`config.mk`:
```
export PLATFORM = sky130hd
export DESIGN_NAME = clk_gen_ctrl
export DESIGN_NICKNAME = d
export VERILOG_FILES = /design/src/rtl/clk_gen_ctrl.sv
export SDC_FILE = /design/constraint.sdc
export NUM_CORES = 1
export LEC_CHECK = 0
export ABC_CLOCK_PERIOD_IN_PS = 8700
export CAP_MARGIN = 20
export CORE_UTILIZATION = 25
export DETAILED_ROUTE_END_ITERATION = 16
export PLACE_DENSITY = 0.42
export SYNTH_ARGS = -nofsm -noshare
export SYNTH_HDL_FRONTEND = slang
export SYNTH_SLANG_ARGS = --single-unit
```
`constraint.sdc`:
```
create_clock -name ref_clk -period 8.7 [get_ports ref_clk]
set_input_delay 1.74 -clock ref_clk [delete_from_list [all_inputs] [get_ports ref_clk]]
set_output_delay 1.74 -clock ref_clk [all_outputs]
set_load 0.03 [all_outputs]
```
`src/rtl/clk_gen_ctrl.sv`:
```
// Programmable clock generator: period/high/phase timed by one down-counter in a 4-state FSM.
// Optional 32-bit rising-edge counter on port cycle_cnt when CLK_GEN_CTRL_CYCLE_CNT_EN is defined.
module clk_gen_ctrl #(
    parameter int CW = 16
) (
    input  logic          ref_clk,
    input  logic          rst_n,
    input  logic          cfg_valid,
    output logic          cfg_ready,
    input  logic [CW-1:0] cfg_period,
    input  logic [CW-1:0] cfg_high,
    input  logic [CW-1:0] cfg_phase,
    input  logic          start,
    input  logic          stop,
    output logic          clk_out,
    output logic          busy,
    output logic          cfg_err
`ifdef CLK_GEN_CTRL_CYCLE_CNT_EN
    ,
    output logic [31:0]   cycle_cnt
`endif
);

    typedef enum logic [1:0] {IDLE, PHASE, HIGH, LOW} state_t;

    localparam logic [CW-1:0] ONE = CW'(1);
    localparam logic [CW-1:0] TWO = CW'(2);

    state_t        state_q, state_d;
    logic [CW-1:0] cnt_q, cnt_d;
    logic [CW-1:0] period_q, period_d;
    logic [CW-1:0] high_q, high_d;
    logic [CW-1:0] phase_q, phase_d;
    logic          loaded_q, loaded_d;
    logic          pend_q, pend_d;
    logic          err_q, err_d;
    logic          clk_out_q;
    logic          cfg_ok;
    logic          pend_now;

    always_comb begin
        state_d  = state_q;
        cnt_d    = (cnt_q != '0) ? cnt_q - ONE : cnt_q;
        period_d = period_q;
        high_d   = high_q;
        phase_d  = phase_q;
        loaded_d = loaded_q;
        err_d    = 1'b0;
        pend_now = pend_q | stop;
        pend_d   = pend_now;
        cfg_ok   = (cfg_period >= TWO) && (cfg_high >= ONE) && (cfg_high < cfg_period);

        // A configuration accepted this cycle is visible to a simultaneous start.
        if (cfg_valid && state_q == IDLE) begin
            if (cfg_ok) begin
                period_d = cfg_period;
                high_d   = cfg_high;
                phase_d  = cfg_phase;
                loaded_d = 1'b1;
            end else begin
                err_d = 1'b1;
            end
        end

        case (state_q)
            IDLE: begin
                if (start && !stop) begin
                    if (loaded_d) begin
                        if (phase_d != '0) begin
                            state_d = PHASE;
                            cnt_d   = phase_d - ONE;
                        end else begin
                            state_d = HIGH;
                            cnt_d   = high_d - ONE;
                        end
                    end else begin
                        err_d = 1'b1;
                    end
                end
            end
            PHASE: begin
                if (pend_now) begin
                    state_d = IDLE;
                end else if (cnt_q == '0) begin
                    state_d = HIGH;
                    cnt_d   = high_q - ONE;
                end
            end
            HIGH: begin
                if (cnt_q == '0) begin
                    state_d = LOW;
                    cnt_d   = period_q - high_q - ONE;
                end
            end
            LOW: begin
                if (cnt_q == '0) begin
                    if (pend_now) begin
                        state_d = IDLE;
                    end else begin
                        state_d = HIGH;
                        cnt_d   = high_q - ONE;
                    end
                end
            end
            default: state_d = IDLE;
        endcase

        if (state_d == IDLE) begin
            pend_d = 1'b0;
            if (state_q != IDLE) cnt_d = '0;
        end
    end

    always_ff @(posedge ref_clk or negedge rst_n) begin
        if (!rst_n) begin
            state_q   <= IDLE;
            cnt_q     <= '0;
            period_q  <= '0;
            high_q    <= '0;
            phase_q   <= '0;
            loaded_q  <= 1'b0;
            pend_q    <= 1'b0;
            err_q     <= 1'b0;
            clk_out_q <= 1'b0;
        end else begin
            state_q   <= state_d;
            cnt_q     <= cnt_d;
            period_q  <= period_d;
            high_q    <= high_d;
            phase_q   <= phase_d;
            loaded_q  <= loaded_d;
            pend_q    <= pend_d;
            err_q     <= err_d;
            // Output register follows the HIGH state one cycle later, so the first rise lands at start+1+phase.
            clk_out_q <= (state_q == HIGH);
        end
    end

`ifdef CLK_GEN_CTRL_CYCLE_CNT_EN
    logic [31:0] cycle_cnt_q;

    always_ff @(posedge ref_clk or negedge rst_n) begin
        if (!rst_n) begin
            cycle_cnt_q <= '0;
        end else if (state_q == IDLE && state_d != IDLE) begin
            cycle_cnt_q <= '0;
        end else if ((state_q == HIGH) && !clk_out_q && (cycle_cnt_q != 32'hFFFF_FFFF)) begin
            cycle_cnt_q <= cycle_cnt_q + 32'd1;
        end
    end

    assign cycle_cnt = cycle_cnt_q;
`endif

    assign cfg_ready = (state_q == IDLE);
    assign busy      = (state_q != IDLE);
    assign clk_out   = clk_out_q;
    assign cfg_err   = err_q;

endmodule

```
### Yosys cells after proc, flatten, opt, wreduce, memory -nomap -nowiden

Cells that the tools add are included.

| storage, ports and cells | value |
|---|---|
| bits in registers | 70 |
| output and inout port bits | 4 |
| bits of input ports | 53 |
| logic and storage cells | 67 |

| cells by class | value |
|---|---|
| add/sub/neg operators | 6 |
| equality and inequality tests | 3 |
| bitwise operators | 1 |
| $lt $le $gt $ge | 3 |
| reduce and logical (&&, ||, !) cells | 12 |
| muxes and demuxes | 33 |

Operators by type and width:

| cell | number |
|---|---|
| $mux 16 | 15 |
| $sub 16x1->16 const B | 5 |
| $pmux 16 s4 | 1 |
| $reduce_bool 16->1 | 2 |
| $ge 16x1->1 const B | 1 |
| $ge 16x2->1 const B | 1 |
| $logic_not 16->1 | 1 |
| $lt 16x16->1 | 1 |
| $mux 2 | 8 |
| $sub 16x16->16 | 1 |
| $mux 1 | 8 |
| $pmux 2 s4 | 1 |
| $eq 2x2->1 const B | 2 |
| $logic_and 1x1->1 | 4 |
| $logic_not 2->1 | 2 |
| $eq 2x1->1 const B | 1 |
| $reduce_and 2->1 | 1 |
| $reduce_bool 2->1 | 1 |
| $logic_not 1->1 | 1 |
| $or 1x1->1 | 1 |

### Logic depth before layout (Yosys ltp)

| logic depth | value |
|---|---|
| word-level depth | 12 |
| gate-level depth with buffers | 18 |

### Least setup slack after synthesis

Ideal clock, no wire load.

| timing path | value |
|---|---|
| path type | input port to flip-flop |
| start | input port cfg_high[5] |
| end | register cnt_q[8] |
| library setup time | 0.140 ns |
| path slack | 3.847 ns |
| data arrival time | 4.713 ns |
| stages on the path | 16 |
| cells stage by stage | or3_1 > nor4_2 > nand4_1 > and4_1 > buf_6 > nand2_4 > buf_4 > buf_2 > mux2_2 > a21oi_1 > ha_1 > inv_1 > a21o_1 > a21o_1 > o311ai_1 > o211ai_1 |

| between the ends | value |
|---|---|
| longest elaborated chain between the ends | 12 |
| elaborated cells between the ends (all ways) | 24 |

Ends and longest elaborated chain:

| what | line | text |
|---|---|---|
| start: declaration | 11 | `input logic [CW-1:0] cfg_high,` |
| $ge 16x1->1 | 51 | `cfg_ok = (cfg_period >= TWO) && (cfg_high >= ONE) && (cfg_high < cfg_period);` |
| $logic_and 1x1->1 | 51 |  |
| $logic_and 1x1->1 * | 51 |  |
| $mux 16 * | 55 | `if (cfg_ok) begin` |
| $mux 16 * | 54 | `if (cfg_valid && state_q == IDLE) begin` |
| via high_d[1] | 32 | `logic [CW-1:0] high_q, high_d;` |
| $sub 16x1->16 * | 74 | `cnt_d = high_d - ONE;` |
| $mux 16 * | 69 | `if (phase_d != '0) begin` |
| $mux 16 * | 68 | `if (loaded_d) begin` |
| $mux 16 * | 67 | `if (start && !stop) begin` |
| $pmux 16 s4 * | 65 | `case (state_q)` |
| $mux 16 | 110 | `if (state_q != IDLE) cnt_d = '0;` |
| $mux 16 * | 108 | `if (state_d == IDLE) begin` |
| via cnt_d[8] | 30 | `logic [CW-1:0] cnt_q, cnt_d;` |
| end signal: assignment | 127 | `cnt_q <= cnt_d;` |
| end: declaration | 30 |  |

Mark *: on every way through the listed nets, which the timed path passes. The rest lies on a longest branch.
A chain may end at the register's enable or synchronous reset.

### Final worst setup path

| timing path | value |
|---|---|
| start | input port cfg_high[10] |
| end | register cnt_q[8] |

| between the ends | value |
|---|---|
| longest elaborated chain between the ends | 12 |
| elaborated cells between the ends (all ways) | 24 |

Ends and longest elaborated chain:

| what | line |
|---|---|
| $ge 16x1->1 | 51 |
| $logic_and 1x1->1 | 51 |
| $logic_and 1x1->1 * | 51 |
| $mux 16 | 55 |
| $mux 16 | 54 |
| $sub 16x1->16, or another cell as far along | 74 |
| $mux 16 or $mux 2 (tied branches) | 69 |
| $mux 16 or $mux 2 (tied branches) | 68 |
| $mux 16 or $mux 2 (tied branches) | 67 |
| $pmux 16 s4 or $pmux 2 s4 (tied branches) | 65 |
| $mux 16 or $logic_not 2->1 (tied branches) | 110, 108 |
| $mux 16 * | 108 |
| via cnt_d[8] | 30 |

Marked as above.

==> impl_metrics.csv <==
group,metric,value,unit
critical_path,crit_required,8.91,ns
pwr,p_leak,2.93,nW
hold_path,hold_depth,2,
timing,fmax,167,MHz
timing,final.setup_skew,0.00608,ns
timing,worst_slew_pin_slew,1.04,ns
floorplan,fp.dieH,155,um
cts,clk_pin_slew,0.06,ns
placement,routabilityCongestion,0.911,
routing,first_pass_iters,5,
cts,cts_buffers,9,
floorplan,io_pins,57,
logic_synthesis,avgSynthCellArea,8.41,um2
global_routing,grt_start_max_net_pins,78,
timing,setup_viol,0,
timing,rsz0062_at_grt,"no",
logic_synthesis,yosysWarnings,0,
global_routing,grt_pass1_vias,5671,
layout,antenna_cells,0,
timing,slew_headroom,0.303,
timing,finalCriticalPeriod,5.99,ns
routing,initialDrtViolationCount,484,
routing,drc_errors,0,
hold_path,hold_class,"reg -> reg",
pwr,pwr_density_cell,385,nW/um2
global_routing,grt_usage,0.199,
layout,ff_latch_area,1750,um2
cts,cts_sinks,70,
layout,stdcell_area,7060,um2
critical_path,crit_path_cell_trace,"clkdlybuf4s50_1 -> ha_1 -> a21oi_1 -> a21boi_0 -> o21bai_1 -> and4_1 -> nand2_4 -> a21o_1 -> a21oi_1 -> ha_1 -> inv_1 -> a21o_1 -> a21o_1 -> o311ai_1 -> o211ai_1",
routing,vias_per_cell,5.27,
critical_path,critPathSlowestCell,"clkdlybuf4s50_1",
logic_synthesis,synth-edff-count,0,
cts,cts_tree,"yes",
layout,drive_gt1_frac,0.0881,
placement,place_area,6710,um2
routing,wl,23300,um
logic_synthesis,synthDistinctLibCells,70,
logic_synthesis,synth_top_area_cell,"dfrtp_1",
routing,wl_per_cell,22.0,um
timing,slew_violations,0,
critical_path,critPathLaunchType,"input pin",
critical_path,critPathMaxFanout,77,
global_routing,overflow,0,
critical_path,end_kind,"flop",
layout,area_growth,20.2,%
placement,placed_cells,1046,
logic_synthesis,synthTopCellsByArea,"dfrtp_1 30%, ha_1 7.0%, mux2_2 5.8%",
logic_synthesis,synthArstFlopShare,1.00,
floorplan,fp.dieW,155,um
logic_synthesis,synthFlopType,"dfrtp_1",
pwr,ir_worst_vdd,0.118,mV
critical_path,cp_top_family,"compound AO/OA/AOI/OAI gates",
layout,mostFrequentLayoutCells,"70 x dfrtp_1, 56 x nand2_1, 56 x o21ai_0",
outcome,status,"finished, final reports clean",
logic_synthesis,mappedNetlistNets,785,
layout,instances_no_fill,1062,
critical_path,crit_buf_inv,2,
logic_synthesis,ys_seq_elements,70,
cts,ctsHoldBuffers,0,
cts,cts_resized,0,
run,max-cap-violations,0,
logic_synthesis,ys_seq_area_frac,0.298,
cts,post_cts_buffers,0,
layout,layout_commonest_cell,"dfrtp_1",
critical_path,crit_arrival,6.20,ns
layout,nFillCells,2494,
cts,cts_buffer_depth,2,
timing,hold_violations,0,
cts,root_buffer,"clkbuf_16",
logic_synthesis,synthCells,698,
routing,ant_nets,0,
critical_path,crit_cells,15,
timing,tns,0,ns
floorplan,core-area,22800,um2
placement,numPortBuffers,56,
cts,clkLatencyLatePin,0.35,ns
critical_path,crit_top_cell,"a21o_1",
timing,period_share,0.689,
placement,dpl.hpwl,18700,um
layout,multi_input_area,3800,um2
critical_path,r2r_cells,13,
routing,via_count,5593,
logic_synthesis,synth_top_area_share,0.298,
critical_path,cpPeakStageDelay,0.64,ns
global_routing,antenna_found_initial,0,
cts,cts-htree-levels,3,
logic_synthesis,synth_area,5870,um2
critical_path,path_class,"in -> reg",
floorplan,fp-row-count,55,
floorplan,initial_core_util,0.257,
layout,layout.nets,831,
global_routing,grt_pass1_wl,35500,um
floorplan,die_area,24100,um2
routing by layer:
| metal | GRT usage | vias up | part of all wire |
|---|---|---|---|
| met5 | 0 | - | 0 |
| met4 | 0.0644 | 0 | 0.023 |
| met3 | 0.0262 | 28 | 0.041 |
| met2 | 0.335 | 172 | 0.48 |
| met1 | 0.264 | 2731 | 0.46 |
| li1 | - | 2662 | - |
path summary, 6_finish.rpt:
kind	slack, ns	startpoint	endpoint
max	2.71	cfg_high[10]	cnt_q[8]$_DFF_PN0_
min	0.50	period_q[8]$_DFFE_PN0P_	period_q[8]$_DFFE_PN0P_
max reg2reg	3.90	state_q[0]$_DFF_PN0_	cnt_q[8]$_DFF_PN0_
min reg2reg	0.50	period_q[8]$_DFFE_PN0P_	period_q[8]$_DFFE_PN0P_
max in group asynchronous	6.54	rst_n	clk_out$_DFF_PN0_
min in group asynchronous	1.56	rst_n	phase_q[13]$_DFF_PN0_
state kept, by name (all words and copies together), names as in the netlist:
name      cells
cfg_err       1
clk_out       1
cnt_q        16
high_q       16
loaded_q      1
pend_q        1
period_q     16
phase_q      16
state_q       2
Yosys cell counts, drive strengths merged (2+ instances only):
| cell type | n |
|---|---|
| clkbuf | 13 |
| a221oi | 2 |
| nor3 | 38 |
| a31oi | 7 |
| nor2b | 4 |
| xor2 | 18 |
| and4 | 2 |
| nand3b | 2 |
| or2 | 5 |
| or3 | 9 |
| o41ai | 2 |
| nand4 | 13 |
| o21bai | 6 |
| mux2 | 31 |
| a41o | 2 |
| o22a | 3 |
| o32ai | 2 |
| o21a | 5 |
| a2111oi | 2 |
| a21o | 14 |
| a211oi | 6 |
| inv | 44 |
| nand2 | 57 |
| buf | 11 |
| and2 | 3 |
| dfrtp | 70 |
| o2111ai | 3 |
| nor4 | 14 |
| mux2i | 11 |
| a211o | 4 |
| o21ai | 59 |
| o311ai | 2 |
| xnor2 | 27 |
| o31ai | 5 |
| nor2 | 48 |
| nand3 | 22 |
| nand2b | 5 |
| o211ai | 8 |
| o221ai | 4 |
| o22ai | 4 |
| and3 | 4 |
| ha | 33 |
| a311o | 2 |
| nor3b | 5 |
| a21oi | 54 |
power by group:
group	internal [mW]	total, mW	leakage (nW)	switching (mW)
logic	0.618	1.57	1.90	0.948
clock network	0.289	0.446	0.166	0.157
registers	0.478	0.709	0.861	0.230
total	1.38	2.72	2.93	1.33
stage by stage:
step                hold WS, ns  power, mW   util  setup WS, ns
global route              0.526       2.89  0.309          2.34
floorplan                 0.456       1.71      -          3.85
global placement          0.483       2.25  0.294          2.55
finish                    0.500       2.72  0.309          2.71
CTS                       0.502       2.71  0.309          2.78
detailed placement        0.486       2.25  0.294          2.41
final cells by class:
class                           count  share of cell area
Multi-Input combinational cell    559               0.539
Sequential cell                    70               0.248
Timing Repair Buffer               59              0.0822
Tap cell                          313              0.0555
Clock buffer                       11              0.0344
Inverter                           45              0.0257
Clock inverter                      5              0.0151
worst min-delay path: cells and delay by family (launching register included):
kind	cells	cell delay [ns]
flip-flops	1	0.35
AO/OA/AOI/OAI	1	0.06
AND/OR/NAND/NOR	1	0.05
cell families (layout without fill, tap and decap cells):
kind of cell / Yosys count / after routing / synth area share
buffers and inverters: 69 / 120 / 0.0539
and+or+nand+nor: 236 / 236 / 0.205
xor gates and xnor gates: 45 / 45 / 0.0671
muxes: 42 / 42 / 0.0788
adders and majority gates: 34 / 34 / 0.0737
DFF: 70 / 70 / 0.298
AOI/OAI and AO/OA: 202 / 202 / 0.223
Note: power is estimated with default switching activity, not from simulation.
